<file path="src/rtl/vmem_pkg.sv">
// Shared definitions for the byte-wide read bank: default geometry, FSM
// state encoding and the address range test used by both ports.
package vmem_pkg;

  localparam int VMEM_ADDR_W = 32;
  localparam int VMEM_DATA_W = 8;
  localparam int VMEM_IDX_W  = 8;
  localparam int VMEM_DEPTH  = 256;

  typedef enum logic {
    ST_INIT = 1'b0,
    ST_RUN  = 1'b1
  } vmem_state_e;

  // An address is in range when every bit above the decoded index is zero.
  function automatic logic addr_in_range(input logic [63:0] addr,
                                         input int unsigned idx_w);
    return (addr >> idx_w) == 64'd0;
  endfunction

endpackage

</file>
<file path="src/rtl/vmem_rd_bank_if.sv">
// Bus bundle between the read requester / write source (master) and the
// memory bank (slave).
interface vmem_rd_bank_if
  import vmem_pkg::*;
#(
  parameter int ADDR_W = VMEM_ADDR_W,
  parameter int DATA_W = VMEM_DATA_W
);

  logic [ADDR_W-1:0] mem_a_raddr;
  logic [DATA_W-1:0] mem_a_rdata;
  logic              wr_en;
  logic [ADDR_W-1:0] wr_addr;
  logic [DATA_W-1:0] wr_data;
  logic              wr_ready;
  logic              init_busy;
  logic              oor_err;

  modport master (
    output mem_a_raddr, wr_en, wr_addr, wr_data,
    input  mem_a_rdata, wr_ready, init_busy, oor_err
  );

  modport slave (
    input  mem_a_raddr, wr_en, wr_addr, wr_data,
    output mem_a_rdata, wr_ready, init_busy, oor_err
  );

endinterface

</file>
<file path="src/rtl/vmem_array.sv">
// Plain storage: one synchronous write port, one combinational read port.
// Contents are not reset; the owner clears them with a sweep.
module vmem_array
  import vmem_pkg::*;
#(
  parameter int DATA_W = VMEM_DATA_W,
  parameter int IDX_W  = VMEM_IDX_W,
  parameter int DEPTH  = VMEM_DEPTH
) (
  input  logic              clk,
  input  logic              we,
  input  logic [IDX_W-1:0]  widx,
  input  logic [DATA_W-1:0] wdata,
  input  logic [IDX_W-1:0]  ridx,
  output logic [DATA_W-1:0] rdata
);

  logic [DATA_W-1:0] mem_q [DEPTH];

  // Single write port, shared by the clear sweep and the pending-write commit.
  always_ff @(posedge clk) begin
    if (we) begin
      mem_q[widx] <= wdata;
    end
  end

  assign rdata = mem_q[ridx];

endmodule

</file>
<file path="src/rtl/vmem_rd_bank.sv">
// Byte-wide memory bank behind the single-port read requester. Reads are
// combinational from the requester's registered address; writes go through a
// one-deep pending register that drains every cycle, with read forwarding so
// a write is visible the cycle after acceptance. After reset the whole array
// is cleared by a sweep before any write is accepted.
module vmem_rd_bank
  import vmem_pkg::*;
#(
  parameter int ADDR_W = VMEM_ADDR_W,
  parameter int DATA_W = VMEM_DATA_W,
  parameter int IDX_W  = VMEM_IDX_W,
  parameter int DEPTH  = VMEM_DEPTH
) (
  input  logic clk,
  input  logic rst_n,
  vmem_rd_bank_if.slave bus
);

  vmem_state_e       state_q, state_d;
  logic [IDX_W-1:0]  clr_cnt_q, clr_cnt_d;
  logic              pend_vld_q, pend_vld_d;
  logic [IDX_W-1:0]  pend_idx_q;
  logic [DATA_W-1:0] pend_data_q;
  logic              oor_q, oor_d;

  logic              wr_in_rng;
  logic              rd_in_rng;
  logic              wr_acc;
  logic [IDX_W-1:0]  rd_idx;
  logic              arr_we;
  logic [IDX_W-1:0]  arr_widx;
  logic [DATA_W-1:0] arr_wdata;
  logic [DATA_W-1:0] arr_rdata;
  logic [DATA_W-1:0] rdata;

  assign wr_in_rng = addr_in_range(64'(bus.wr_addr), IDX_W);
  assign rd_in_rng = addr_in_range(64'(bus.mem_a_raddr), IDX_W);
  assign rd_idx    = bus.mem_a_raddr[IDX_W-1:0];

  // Control state: FSM, sweep counter, pending-valid and sticky range error.
  always_ff @(posedge clk or negedge rst_n) begin
    if (!rst_n) begin
      state_q    <= ST_INIT;
      clr_cnt_q  <= '0;
      pend_vld_q <= 1'b0;
      oor_q      <= 1'b0;
    end else begin
      state_q    <= state_d;
      clr_cnt_q  <= clr_cnt_d;
      pend_vld_q <= pend_vld_d;
      oor_q      <= oor_d;
    end
  end

  // Pending write payload; qualified by pend_vld_q, so it needs no reset.
  always_ff @(posedge clk) begin
    if (wr_acc) begin
      pend_idx_q  <= bus.wr_addr[IDX_W-1:0];
      pend_data_q <= bus.wr_data;
    end
  end

  // Next state, write acceptance and array write-port mux (sweep vs commit).
  always_comb begin
    state_d    = state_q;
    clr_cnt_d  = clr_cnt_q;
    pend_vld_d = 1'b0;
    oor_d      = oor_q;
    wr_acc     = 1'b0;
    arr_we     = 1'b0;
    arr_widx   = pend_idx_q;
    arr_wdata  = pend_data_q;
    case (state_q)
      ST_INIT: begin
        arr_we    = 1'b1;
        arr_widx  = clr_cnt_q;
        arr_wdata = '0;
        clr_cnt_d = clr_cnt_q + 1'b1;
        if (clr_cnt_q == IDX_W'(DEPTH - 1)) begin
          state_d = ST_RUN;
        end
      end
      ST_RUN: begin
        // Commit whatever was captured last edge; a new capture may land on
        // the same edge and simply becomes the next commit.
        arr_we = pend_vld_q;
        if (bus.wr_en) begin
          if (wr_in_rng) begin
            wr_acc     = 1'b1;
            pend_vld_d = 1'b1;
          end else begin
            oor_d = 1'b1;
          end
        end
      end
      default: state_d = ST_INIT;
    endcase
  end

  // Read mux: zero while clearing or out of range, forward the pending write.
  always_comb begin
    rdata = '0;
    if (state_q == ST_RUN && rd_in_rng) begin
      if (pend_vld_q && pend_idx_q == rd_idx) begin
        rdata = pend_data_q;
      end else begin
        rdata = arr_rdata;
      end
    end
  end

  vmem_array #(
    .DATA_W (DATA_W),
    .IDX_W  (IDX_W),
    .DEPTH  (DEPTH)
  ) u_array (
    .clk    (clk),
    .we     (arr_we),
    .widx   (arr_widx),
    .wdata  (arr_wdata),
    .ridx   (rd_idx),
    .rdata  (arr_rdata)
  );

  assign bus.mem_a_rdata = rdata;
  assign bus.wr_ready    = (state_q == ST_RUN);
  assign bus.init_busy   = (state_q == ST_INIT);
  assign bus.oor_err     = oor_q;

endmodule

</file>
<file path="src/flat_wrapper.sv">
// flat-port wrapper written by rule: the top's interface ports become plain ports
module vmem_rd_bank_flat import vmem_pkg::*;
#(
  parameter int ADDR_W = VMEM_ADDR_W,
  parameter int DATA_W = VMEM_DATA_W,
  parameter int IDX_W  = VMEM_IDX_W,
  parameter int DEPTH  = VMEM_DEPTH
)
  (clk, rst_n, bus_mem_a_raddr, bus_wr_en, bus_wr_addr, bus_wr_data, bus_mem_a_rdata, bus_wr_ready, bus_init_busy, bus_oor_err);
  vmem_rd_bank_if #(.ADDR_W(ADDR_W), .DATA_W(DATA_W)) bus_i ();
  input  logic clk;
  input  logic rst_n;
  input wire logic [$bits(bus_i.mem_a_raddr)-1:0] bus_mem_a_raddr;
  input wire logic [$bits(bus_i.wr_en)-1:0] bus_wr_en;
  input wire logic [$bits(bus_i.wr_addr)-1:0] bus_wr_addr;
  input wire logic [$bits(bus_i.wr_data)-1:0] bus_wr_data;
  output wire logic [$bits(bus_i.mem_a_rdata)-1:0] bus_mem_a_rdata;
  output wire logic [$bits(bus_i.wr_ready)-1:0] bus_wr_ready;
  output wire logic [$bits(bus_i.init_busy)-1:0] bus_init_busy;
  output wire logic [$bits(bus_i.oor_err)-1:0] bus_oor_err;
  assign bus_i.mem_a_raddr = bus_mem_a_raddr;
  assign bus_i.wr_en = bus_wr_en;
  assign bus_i.wr_addr = bus_wr_addr;
  assign bus_i.wr_data = bus_wr_data;
  assign bus_mem_a_rdata = bus_i.mem_a_rdata;
  assign bus_wr_ready = bus_i.wr_ready;
  assign bus_init_busy = bus_i.init_busy;
  assign bus_oor_err = bus_i.oor_err;
  vmem_rd_bank #(.ADDR_W(ADDR_W), .DATA_W(DATA_W), .IDX_W(IDX_W), .DEPTH(DEPTH)) u_core (.clk(clk), .rst_n(rst_n), .bus(bus_i));
endmodule
</file>
<file path="config.mk">
export PLATFORM = sky130hd
export DESIGN_NAME = vmem_rd_bank_flat
export DESIGN_NICKNAME = d
export VERILOG_FILES = /design/src/rtl/vmem_pkg.sv /design/src/rtl/vmem_rd_bank_if.sv /design/src/rtl/vmem_array.sv /design/src/rtl/vmem_rd_bank.sv /design/src/flat_wrapper.sv
export SDC_FILE = /design/constraint.sdc
export NUM_CORES = 2
export LEC_CHECK = 0
export ABC_AREA = 1
export CAP_MARGIN = 30
export CORE_MARGIN = 2
export CORE_UTILIZATION = 45
export CTS_CLUSTER_DIAMETER = 50
export CTS_CLUSTER_SIZE = 20
export DETAILED_ROUTE_END_ITERATION = 10
export PLACE_DENSITY = 0.68
export SETUP_SLACK_MARGIN = 0.02
export SLEW_MARGIN = 20
export SYNTH_ARGS = -nofsm -noshare
export SYNTH_HDL_FRONTEND = slang
export SYNTH_SLANG_ARGS = --single-unit
</file>
<file path="constraint.sdc">
create_clock -name clk -period 13.8 [get_ports clk]
set_input_delay 1.38 -clock clk [delete_from_list [all_inputs] [get_ports clk]]
set_output_delay 1.38 -clock clk [all_outputs]
set_load 0.1 [all_outputs]
</file>
==> results.sh <==
export IMPL_final_hold_violation_count=0
export IMPL_cp_end_kind="output pin"
export IMPL_slew_viol_final=0
export IMPL_totalNegativeSetupSlack_ns=0
export IMPL_postCtsSetupRepairBufs=0
export IMPL_chipWidth_um=437.7
export IMPL_drive_gt1_share_pct=5.908
export IMPL_cts_buffer_depth=3
export IMPL_hp_class="flop to flop"
export IMPL_rrSetupSlack_ns=10.10
export IMPL_critical_path_startpoint="bus_mem_a_raddr[0]"
export IMPL_criticalPathCategory="input pin to output pin"
export IMPL_critical_path_startpoint_type="input pin"
export IMPL_number_of_global_route_vias_before_repair=52220
export IMPL_number_of_buffers_created_by_cts=160
export IMPL_finalCritPeriodShare_pct=59.62
export IMPL_finalWeightedCongestion=0.8763
export IMPL_measured_slew_at_the_worst_slew_check_pin_ns=1.243
export IMPL_finalSetupViolations=0
export IMPL_netlist_top_cells_area="sky130_fd_sc_hd__edfxtp_1 73%, sky130_fd_sc_hd__nand3_1 12%, sky130_fd_sc_hd__nand2_1 9.5%"
export IMPL_max_clock_freq_ghz=0.1215
export IMPL_grt_start_max_net_pins=263
export IMPL_pre_cts_ws_ns=5.586
export IMPL_clk_latency_ns=0.80
export IMPL_boundaryPins=86
export IMPL_synth_top_cell_by_area="sky130_fd_sc_hd__edfxtp_1"
export IMPL_sequential_to_total_area_share_from_yosys_stat_pct=73.55
export IMPL_power_share_switching_pct=23.38
export IMPL_start_util_pct=45.17
export IMPL_floorplan_core_area_um2=187400
export IMPL_synth_top_cell_area_share_pct=73.23
export IMPL_leakage_uw=0.03059
export IMPL_area_delta_synth_final_pct=9.381
export IMPL_flip_flop_and_latch_count_after_synthesis=2075
export IMPL_pwr_share_comb_pct=5.5
export IMPL_syn_nets=7197
export IMPL_finalWorstPathRequiredPeriod_ns=8.227
export IMPL_fin_ws_ns=5.573
export IMPL_die_h_um=437.7
export IMPL_hpwlAfterDp_um=125300
export IMPL_cellInternalPower_uw=9420
export IMPL_cts_resized_gates=0
export IMPL_synth_flop_type="sky130_fd_sc_hd__edfxtp_1"
export IMPL_worstReg2RegStart="u_core.bus.wr_ready"
export IMPL_critPathRequiredTime_ns=12.42
export IMPL_multi_input_area_um2=19740
export IMPL_timing_critical_path_to="bus_mem_a_rdata[2]"
export IMPL_place_port_buffers=85
export IMPL_clock_sinks=2075
export IMPL_peakVddDrop_mv=0.1374
export IMPL_ctsHoldBuffers=0
export IMPL_regToRegEndpoint="u_core.u_array.mem_q[73][0]"
export IMPL_crit_fanout=231
export IMPL_grt_overflow_total=0
export IMPL_postSynthCellCount=7121
export IMPL_clock_skew_final_ns=0.03138
export IMPL_drt_wirelength_per_cell_um=23.76
export IMPL_cellPowerDensity_nw_per_um2=132.8
export IMPL_register_area_um2=62250
export IMPL_synth_cell_area_um2=84640
export IMPL_dr_pass1_iters=6
export IMPL_p_total_uw=12290
export IMPL_postRouteWirelength_um=228300
export IMPL_layout_filler_cells=15990
export IMPL_dp_cells=9297
export IMPL_first_iter_violations=7616
export IMPL_via_count=55640
export IMPL_rsz0062_at_grt="no"
export IMPL_grt_pass1_wl_um=338900
export IMPL_share_of_flip_flops_with_an_asynchronous_set_or_reset_pct=0.5301
export IMPL_antenna_found_initial=6
export IMPL_syn_area_per_cell_um2=11.89
export IMPL_synth_enable_flop_cells=2064
export IMPL_tritoncts="yes"
export IMPL_rows=159
export IMPL_run_status="completed"
export IMPL_drv_max_cap_violation_count=0
export IMPL_drc=0
export IMPL_crit_arrival_ns=6.85
export IMPL_seq_power_share_pct=55.4
export IMPL_worstRegToRegCells=7
export IMPL_power_share_clock_pct=39.1
export IMPL_cts_htree_levels=4
export IMPL_cts_root_buffer_cell="sky130_fd_sc_hd__clkbuf_16"
export IMPL_clock_pin_transition_on_the_worst_setup_and_hold_timing_paths_ns=0.06
export IMPL_synthesis_yosys_warnings=0
export IMPL_detail_route_antenna_nets=0
export IMPL_fin_util_pct=49.40
export IMPL_routed_via_density=5.791
export IMPL_power_switching_uw=2874
export IMPL_final_cells=9607
export IMPL_dieArea_um2=191600
export IMPL_yosys_cell_types_count=37
export IMPL_global_route_usage_total_pct=23.34
export IMPL_fin_nets=7053
export IMPL_slew_limit_headroom_pct=17.16
final cells by class:
type                       count  share of cell area (%)
antenna                        3                0.008109
inverter                      44                  0.2892
tap                         2495                   3.372
multi-input combinational   4516                   21.33
clock buffer                 173                   4.469
sequential                  2075                   67.24
timing repair buffer         180                   1.918
clock inverter               121                   1.376
layer usage:
layer  track usage [%]  vias to the layer above  part of all wire (%)
li1                  -                    25020                     -
met1             31.91                    27180                    39
met2             36.70                     2924                    47
met3             4.382                      502                   9.9
met4             10.02                       14                   4.4
met5                 0                        -                 0.039
metrics by stage:
stage          cell area [um2]  hold slack, ns
3_3_place_gp             86870          0.4575
2_1_floorplan            84640          0.4621
4_1_cts                  92410          0.4885
6_report                 92580          0.4942
3_5_place_dp             87000          0.4685
5_1_grt                  92580          0.5175
power by group through the flow:
stage / sequential [uW] / clock [uW] / combinational (uW)
after floorplan: 6960 / 0 / 450
after global placement: 6960 / 0 / 658
after detailed placement: 6960 / 0 / 667
after CTS: 6810 / 4840 / 670
after global routing: 6810 / 5070 / 740
final: 6810 / 4800 / 680
cell usage in the layout, fill, tap and decap left out, types with 7 or more instances in the layout:
cell / instances
sky130_fd_sc_hd__clkbuf_1: 9
sky130_fd_sc_hd__clkinv_8: 10
sky130_fd_sc_hd__nand2_1: 2128
sky130_fd_sc_hd__clkbuf_16: 164
sky130_fd_sc_hd__clkinv_2: 11
sky130_fd_sc_hd__inv_6: 34
sky130_fd_sc_hd__buf_12: 10
sky130_fd_sc_hd__dfrtp_1: 11
sky130_fd_sc_hd__clkinvlp_4: 11
sky130_fd_sc_hd__nor2_1: 291
sky130_fd_sc_hd__inv_1: 25
sky130_fd_sc_hd__nand2_2: 10
sky130_fd_sc_hd__edfxtp_1: 2064
sky130_fd_sc_hd__clkinv_1: 13
sky130_fd_sc_hd__buf_4: 81
sky130_fd_sc_hd__clkdlybuf4s50_1: 79
sky130_fd_sc_hd__inv_8: 27
sky130_fd_sc_hd__bufinv_16: 7
sky130_fd_sc_hd__nor4_1: 11
sky130_fd_sc_hd__nand3_1: 2028
sky130_fd_sc_hd__clkinv_4: 14
registers in the layout, summed over array words and instances (netlist names):
register	flops
u_core.pend_data_q	8
u_core.bus.wr_ready	1
u_core.u_array.mem_q	2048
u_core.pend_vld_q	1
u_core.clr_cnt_q	8
u_core.pend_idx_q	8
u_core.bus.oor_err	1
worst min path at each step:
stage / endpoint / from / slack [ns] / cells after the start
final: u_core.bus.oor_err / u_core.bus.oor_err / 0.49 / 1
after global routing: u_core.bus.oor_err / u_core.bus.oor_err / 0.52 / 1
after CTS: u_core.bus.oor_err / u_core.bus.oor_err / 0.49 / 1
after detailed placement: u_core.bus.oor_err / u_core.bus.oor_err / 0.47 / 1
after global placement: u_core.bus.oor_err / u_core.bus.oor_err / 0.46 / 1
after floorplan: u_core.clr_cnt_q[7] / u_core.clr_cnt_q[7] / 0.46 / 1
critical path, cell delays in order:
cell,delay [ns]
sky130_fd_sc_hd__buf_8,0.23
sky130_fd_sc_hd__inv_16,0.48
sky130_fd_sc_hd__buf_16,0.50
sky130_fd_sc_hd__buf_12,0.67
sky130_fd_sc_hd__nand2_1,0.13
sky130_fd_sc_hd__nand3_1,0.13
sky130_fd_sc_hd__nand3_1,0.13
sky130_fd_sc_hd__nand3_1,0.18
sky130_fd_sc_hd__nand3_1,0.22
sky130_fd_sc_hd__nand3_1,0.25
sky130_fd_sc_hd__nand3_1,0.32
sky130_fd_sc_hd__nand2_1,0.18
sky130_fd_sc_hd__nand2_1,0.06
sky130_fd_sc_hd__nand3_1,0.17
sky130_fd_sc_hd__nand2_1,0.08
sky130_fd_sc_hd__inv_1,0.06
sky130_fd_sc_hd__clkdlybuf4s50_1,1.13
synthesized netlist by cell type, types with 3 or more instances:
| master | count |
|---|---|
| sky130_fd_sc_hd__edfxtp_1 | 2064 |
| sky130_fd_sc_hd__buf_2 | 296 |
| sky130_fd_sc_hd__nor4_1 | 11 |
| sky130_fd_sc_hd__xnor2_1 | 3 |
| sky130_fd_sc_hd__buf_4 | 70 |
| sky130_fd_sc_hd__buf_1 | 40 |
| sky130_fd_sc_hd__nand4_2 | 4 |
| sky130_fd_sc_hd__xor2_1 | 5 |
| sky130_fd_sc_hd__buf_6 | 8 |
| sky130_fd_sc_hd__nor3_1 | 4 |
| sky130_fd_sc_hd__nand2_1 | 2136 |
| sky130_fd_sc_hd__o21ai_0 | 3 |
| sky130_fd_sc_hd__inv_1 | 34 |
| sky130_fd_sc_hd__nand3_1 | 2032 |
| sky130_fd_sc_hd__inv_2 | 6 |
| sky130_fd_sc_hd__dfrtp_1 | 11 |
| sky130_fd_sc_hd__nand4_1 | 4 |
| sky130_fd_sc_hd__o22ai_1 | 3 |
| sky130_fd_sc_hd__clkbuf_1 | 72 |
| sky130_fd_sc_hd__nor2_1 | 292 |
logic make-up after synthesis:
group                      after synthesis  share of synthesized area (%)
xor gates and xnor gates                 8                        0.08278
AOI/OAI and AO/OA                       16                         0.1375
adders and majority gates                1                        0.01478
and+or+nand+nor                       4491                          23.04
buffers and inverters                  530                          3.174
DFF                                   2075                          73.55
(Power assumes the default switching activity.)
